[src/rtl/imm_ext_pipe.sv]
// Pipelined immediate-extension unit: sign/zero/load-upper/branch-offset extension
// behind a valid/ready input, one output register and a one-entry skid buffer.
module imm_ext_pipe #(
    parameter int WORD_LENGTH = 32,
    parameter int IMM_WIDTH   = 16
) (
    input  logic                   clk,
    input  logic                   reset,
    input  logic                   in_valid,
    output logic                   in_ready,
    input  logic [IMM_WIDTH-1:0]   Data,
    input  logic [1:0]             ExtMode,
    output logic                   out_valid,
    input  logic                   out_ready,
    output logic [WORD_LENGTH-1:0] ExtImm
);

    localparam int PAD_W = WORD_LENGTH - IMM_WIDTH;

    // Handshake: a word moves on a port in any cycle where valid and ready are
    // both high at the rising edge; valid never drops and data never changes
    // while the other side holds ready low.

    // State bits are {out_valid, skid_valid}; (0,1) is never produced.
    typedef enum logic [1:0] {
        ST_EMPTY = 2'b00,
        ST_ONE   = 2'b10,
        ST_FULL  = 2'b11
    } state_t;

    state_t                 r_state;
    state_t                 w_next_state;
    logic [WORD_LENGTH-1:0] r_out;
    logic [WORD_LENGTH-1:0] r_skid;

    logic [WORD_LENGTH-1:0] w_sext;
    logic [WORD_LENGTH-1:0] w_zext;
    logic [WORD_LENGTH-1:0] w_lui;
    logic [WORD_LENGTH-1:0] w_br;
    logic [WORD_LENGTH-1:0] w_ext;
    logic                   w_accept;
    logic                   w_slot_free;
    logic                   w_load_out_from_in;
    logic                   w_load_out_from_skid;
    logic                   w_load_skid;

    assign w_sext = {{PAD_W{Data[IMM_WIDTH-1]}}, Data};
    assign w_zext = {{PAD_W{1'b0}}, Data};
    assign w_lui  = {Data, {PAD_W{1'b0}}};
    assign w_br   = {w_sext[WORD_LENGTH-3:0], 2'b00};

    always_comb begin
        w_ext = w_sext;
        case (ExtMode)
            2'b01:   w_ext = w_zext;
            2'b10:   w_ext = w_lui;
            2'b11:   w_ext = w_br;
            default: w_ext = w_sext;
        endcase
    end

    // in_ready comes straight from the skid flag so out_ready never reaches it.
    assign in_ready    = ~r_state[0];
    assign out_valid   = r_state[1];
    assign ExtImm      = r_out;
    assign w_accept    = in_valid & in_ready;
    assign w_slot_free = ~r_state[1] | out_ready;

    always_ff @(posedge clk or posedge reset) begin
        if (reset) begin
            r_state <= ST_EMPTY;
        end else begin
            r_state <= w_next_state;
        end
    end

    always_comb begin
        w_next_state         = r_state;
        w_load_out_from_in   = 1'b0;
        w_load_out_from_skid = 1'b0;
        w_load_skid          = 1'b0;
        case (r_state)
            ST_EMPTY: begin
                if (w_accept) begin
                    w_load_out_from_in = 1'b1;
                    w_next_state       = ST_ONE;
                end
            end
            ST_ONE: begin
                if (w_slot_free) begin
                    w_load_out_from_in = w_accept;
                    w_next_state       = w_accept ? ST_ONE : ST_EMPTY;
                end else if (w_accept) begin
                    w_load_skid  = 1'b1;
                    w_next_state = ST_FULL;
                end
            end
            ST_FULL: begin
                // Skid drains first, keeping strict FIFO order.
                if (w_slot_free) begin
                    w_load_out_from_skid = 1'b1;
                    w_next_state         = ST_ONE;
                end
            end
            default: w_next_state = ST_EMPTY;
        endcase
    end

    always_ff @(posedge clk or posedge reset) begin
        if (reset) begin
            r_out  <= '0;
            r_skid <= '0;
        end else begin
            if (w_load_out_from_skid) begin
                r_out <= r_skid;
            end else if (w_load_out_from_in) begin
                r_out <= w_ext;
            end
            if (w_load_skid) begin
                r_skid <= w_ext;
            end
        end
    end

endmodule

[config.mk]
export PLATFORM = sky130hd
export DESIGN_NAME = imm_ext_pipe
export DESIGN_NICKNAME = d
export VERILOG_FILES = /design/src/rtl/imm_ext_pipe.sv
export SDC_FILE = /design/constraint.sdc
export NUM_CORES = 1
export LEC_CHECK = 0
export CORE_MARGIN = 2
export CORE_UTILIZATION = 45
export CTS_CLUSTER_SIZE = 12
export DETAILED_ROUTE_END_ITERATION = 16
export PLACE_DENSITY_LB_ADDON = 0.15
export SLEW_MARGIN = 30
export SYNTH_ARGS = -nofsm -noshare
export SYNTH_HDL_FRONTEND = slang
export SYNTH_SLANG_ARGS = --single-unit
[constraint.sdc]
create_clock -name clk -period 3.5 [get_ports clk]
set_input_delay 0.525 -clock clk [delete_from_list [all_inputs] [get_ports clk]]
set_output_delay 0.525 -clock clk [all_outputs]
set_load 0.02 [all_outputs]
# Word-level counts from Yosys, hierarchy flattened
# Cells that the tools add are included.
[op_classes]
n_eq_ne = 8
n_mux = 16
bitwise_logic = 4
n_reduce_logical = 3
[op_table]
columns = ["op", "count"]
rows = [
  ["$pmux 32 s3", 1],
  ["$mux 32", 2],
  ["$mux 2", 5],
  ["$eq 2x2->1 const B", 4],
  ["$mux 1", 6],
  ["$pmux 2 s3", 1],
  ["$ne 2x2->1 const B", 2],
  ["$ne 3x3->1 const B", 1],
  ["$reduce_and 3->1", 1],
  ["$eq 2x1->1 const B", 1],
  ["$logic_not 2->1", 1],
  ["$not 1->1", 2],
  ["$pmux 1 s2", 1],
  ["$reduce_bool 2->1", 1],
  ["$and 1x1->1", 1],
  ["$or 1x1->1", 1],
]
[totals]
register_bits = 66
wordCells = 34

# Depth between registers and ports, before layout
[depth]
ltp_word = 6
depth_mapped = 8
ltp_nobuf = 6

# Worst setup path before layout
# Ideal clock, no wire load.
[synth_timing]
kind = "reg-to-reg"
from = "register r_state[1]"
to = "register r_out[4] (netlist: ExtImm[4])"
setup_ns = 0.124
arrival_time_ns = 1.862
required_ns = 3.376
setup_slack_ns = 1.514
path_stages_with_launch = 9
synth_period_minus_slack_ns = 1.986
cell_sequence = "dfrtp_1 inv_1 ha_1 or3b_1 nand3b_1 buf_4 buf_6 nor3_1 a211o_1"
[synth_via]
elab_chain_cells = 5
word_cells_on_any_way = 11
[synth_lines]
columns = ["element", "line_no", "source"]
rows = [
  ["from (decl)", "31", "state_t r_state;"],
  ["from (signal assigned)", "73", "r_state <= w_next_state;"],
  ["$not 1->1", "67", "assign w_slot_free = ~r_state[1] | out_ready;"],
  ["$or 1x1->1", "67", ""],
  ["$mux 1, on equally long branches", "90, 100", ""],
  ["$pmux 1 s2 or $mux 1 (tied branches)", "82", "case (r_state)"],
  ["$reduce_bool 2->1 (no line) or $mux 32 (tied branches)", "--", ""],
  ["to (signal assigned)", "115", "r_out <= r_skid;"],
  ["to (signal assigned)", "117", "r_out <= w_ext;"],
  ["to (decl)", "33", "logic [WORD_LENGTH-1:0] r_out;"],
]
# Several ways; a longest one is shown, not always the timed one.
# A chain may end at the register's enable or synchronous reset.

# Final worst setup path
[layout_timing]
from = "register r_state[1]"
to = "register r_out[17] (netlist: ExtImm[17])"
# Same word-level chain as after synthesis.

==> impl_metrics.tcl <==
set metrics [dict create \
    run_status "finished clean" \
    insertedDiodeCount 0 \
    cpLargestDelayFamily "simple AND/OR/NAND/NOR gates" \
    drt_pre_antenna_iters 4 \
    route.vias.total 2731 \
    grt_start_max_net_pins 66 \
    worst_case_clock_skew_ns 0.00768 \
    min_period_over_period_pct 62.9 \
    internal_power_component_mw 1.99 \
    clock_insertion_delay_worst_skew_ns 0.34 \
    yosys-top-cells-area "dfrtp_1 52%, o21ai_0 7.6%, nand2_1 6.1%, a211o_1 4.7%, o211ai_1 3.5%" \
    setup_repair_after_global_routing_missed_its_margin "false" \
    worst_r2r_path_depth 6 \
    grt_pass1_wl_microns 13300 \
    timing.final.setup_violations 0 \
    number_of_global_route_vias_before_repair 2609 \
    count_of_buffers_added_by_post_cts_timing_repair_for_setup 0 \
    initial_utilization_pct 46.5 \
    die-width_microns 88.1 \
    library_cell_with_the_largest_summed_area_after_synthesis "dfrtp_1" \
    synth.ff_latch_count 66 \
    summed_negative_setup_slack_over_all_endpoints_ns 0 \
    synth_area_per_cell_sq_um 9.11 \
    die-height_microns 88.1 \
    yosysMostFrequentCell "dfrtp_1" \
    cts_buffers 9 \
    portBuffers 55 \
    syn-cell-area_sq_um 3180 \
    fp.dieArea_sq_um 7750 \
    synth_edf_count 0 \
    hold_end "r_skid[24]" \
    worst_hold_startpoint "r_skid[24]" \
    maxUsedRoutingLayer "met4" \
    dpl_hpwl_microns 5270 \
    ys_top_cells_by_count "66 x dfrtp_1, 52 x nand2_1, 48 x o21ai_0" \
    number_of_placed_i_o_pins 56 \
    nNetsFinal 419 \
    p_leak_nw 1.87 \
    p_per_area_nw_per_um2 796 \
    layout_min_cycle_time_ns 2.20 \
    total_switching_power_mw 1.17 \
    cp_max_fo 15 \
    met3_wirelength_microns 347 \
    globalRouteTotalUtil_pct 22.5 \
    worst-endpoint-arrival_ns 2.39 \
    path_class "flop to flop" \
    place_congestion 0.873 \
    layout.cell_area.non_filler_sq_um 3970 \
    n_fill_cell 639 \
    placeableCoreArea_sq_um 6830 \
    startpoint "r_state[1]" \
    r2r_start "r_state[1]" \
    path_buf_inv 1 \
    cts_root_buf "clkbuf_8" \
    htreeDepth 3 \
    drv_cap 0 \
    final-seq-area_sq_um 1650 \
    antenna_found_initial 0 \
    detail_route.wirelength.met1_microns 3850 \
    pwr-share-seq_pct 39.8 \
    drt_iter0_drc 272 \
    maxSlewHeadroom_pct 57.0 \
    yosysWarningCount 0 \
    dr_wl_met2_microns 3700 \
    postRouteAntennaNets 0 \
    cts.sinks 66 \
    cts_resized 0 \
    detailed_place.area_sq_um 3790 \
    synth.distinct_cells 30 \
    synth_top_area_share_pct 51.9 \
    ctsLongestPathBuffers 2 \
    multiInputGateArea_sq_um 1320 \
    synth_ff_type "dfrtp_1" \
    power.share.combinational_pct 41.4 \
    detailed_route_vias_per_instance 5.53 \
    p_clk_share_pct 18.7 \
    remaining_drc_errors 0 \
    worst-slew-pin-transition_ns 0.644 \
    cp-start-kind "flop" \
    synth_async_sr_flop_share_pct 100 \
    timing.hold.worst_path_depth 2 \
    syn2layout_area_growth_pct 25.0 \
    routed_wirelength_microns 7990 \
    slew_viol_final 0 \
    worst_path_max_delay_cell "nand2_1" \
    finalHoldViolations 0 \
    irDropWorstVdd_mv 0.396 \
    grt_remaining_overflow 0 \
    worstPathRequired_ns 3.69 \
    syn_inst 349 \
    crit_chain "inv_1 -> ha_1 -> or3b_1 -> and3b_1 -> nand2_1 -> o211ai_1" \
    std_cell_rows 30 \
    dr_wl_cell_microns 16.2 \
    post_route_cells_drive_above_1_share_pct 6.53 \
    final.setup.worst_slack_ns 1.30 \
    clkTransAtPathRegs_ns 0.07 \
    synth.net_count 375 \
    regToRegEndpoint "ExtImm[17]" \
    tritoncts_clock_tree "yes" \
    power_switching_share_pct 37.1 \
    dp_slack_ns 1.07 \
    hp-class "flop to flop" \
    critical_path.endpoint_type "flop" \
    r2r_setup_slack_ns 1.30 \
    cts.hold.buffers_added 0 \
    part_of_the_yosys_area_used_for_sequential_elements_pct 51.9 \
    max_freq_mhz 455 \
    crit_path_max_incr_delay_ns 0.49 \
]
worst max-delay path by stage:
stage	end	slack, ns	cells past startpoint
finish	ExtImm[17]	1.30	6
global placement	ExtImm[17]	1.13	5
detailed placement	ExtImm[17]	1.07	5
floorplan	ExtImm[0]	1.32	1
global route	ExtImm[31]	1.16	7
CTS	ExtImm[31]	1.30	7
cell families after synthesis:
kind of cell	count (synthesis)	share of synthesized area (%)
flip-flops	66	51.9
buffers and inverters	51	6.81
AND/OR/NAND/NOR	112	16.7
adder cells (fa/ha/maj)	4	1.57
AO/OA/AOI/OAI	115	22.6
multiplexers	1	0.354
state kept, by name, summed over array words and instances, names as in the netlist:
signal   count
r_skid      32
r_state      2
ExtImm      32
worst reg2reg max path, delay by kind of cell, from the launching register on:
kind | cells | cell delay, ns
fa+ha+maj | 1 | 0.24
simple gates | 3 | 1.09
buf+inv | 1 | 0.11
flops | 1 | 0.45
compound gates | 1 | 0.18
cell usage in the layout (no fill, tap or decap), types with 4 or more instances in the layout:
cell type        Yosys  routed
nand2_1             52      52
a21oi_1             17      17
buf_4                1       7
inv_1               20      19
and3_1              17      17
nor3_1              16      16
clkdlybuf4s50_1      0      55
nand3_1             17      16
o211ai_1            15      15
ha_1                 4       4
a22oi_1             14      14
clkbuf_8             0      12
dfrtp_1             66      66
o21ai_0             48      48
a211o_1             17      17
cell type report:
class	instances	share of cell area, %
clock inverter	2	0.252
multi-input combinational	232	33.1
clock buffer	14	4.35
timing repair buffer	63	15.7
sequential	66	41.6
tap	96	3.02
inverter	21	1.98
per-layer routing:
metal	track usage (%)	vias up
li1	-	1319
met1	33.8	1341
met2	32.8	63
met3	3.77	8
met4	8.54	0
met5	0	-
power groups by stage:
| stage | sequential (mW) | combinational (mW) | clock, mW |
|---|---|---|---|
| floorplan | 1.42 | 0.653 | 0 |
| global placement | 1.26 | 1.28 | 0 |
| detailed placement | 1.27 | 1.31 | 0 |
| CTS | 1.26 | 1.32 | 0.606 |
| global route | 1.30 | 1.44 | 0.639 |
| finish | 1.26 | 1.31 | 0.593 |
stage by stage:
stage,hold slack [ns],power (mW),instances,utilization (%)
3_5_place_dp,0.469,2.58,478,55.5
3_3_place_gp,0.460,2.55,478,55.5
6_report,0.481,3.16,494,58.2
2_1_floorplan,0.449,2.08,349,-
5_1_grt,0.500,3.38,494,58.2
4_1_cts,0.484,3.19,494,58.2
(Power assumes the default switching activity.)
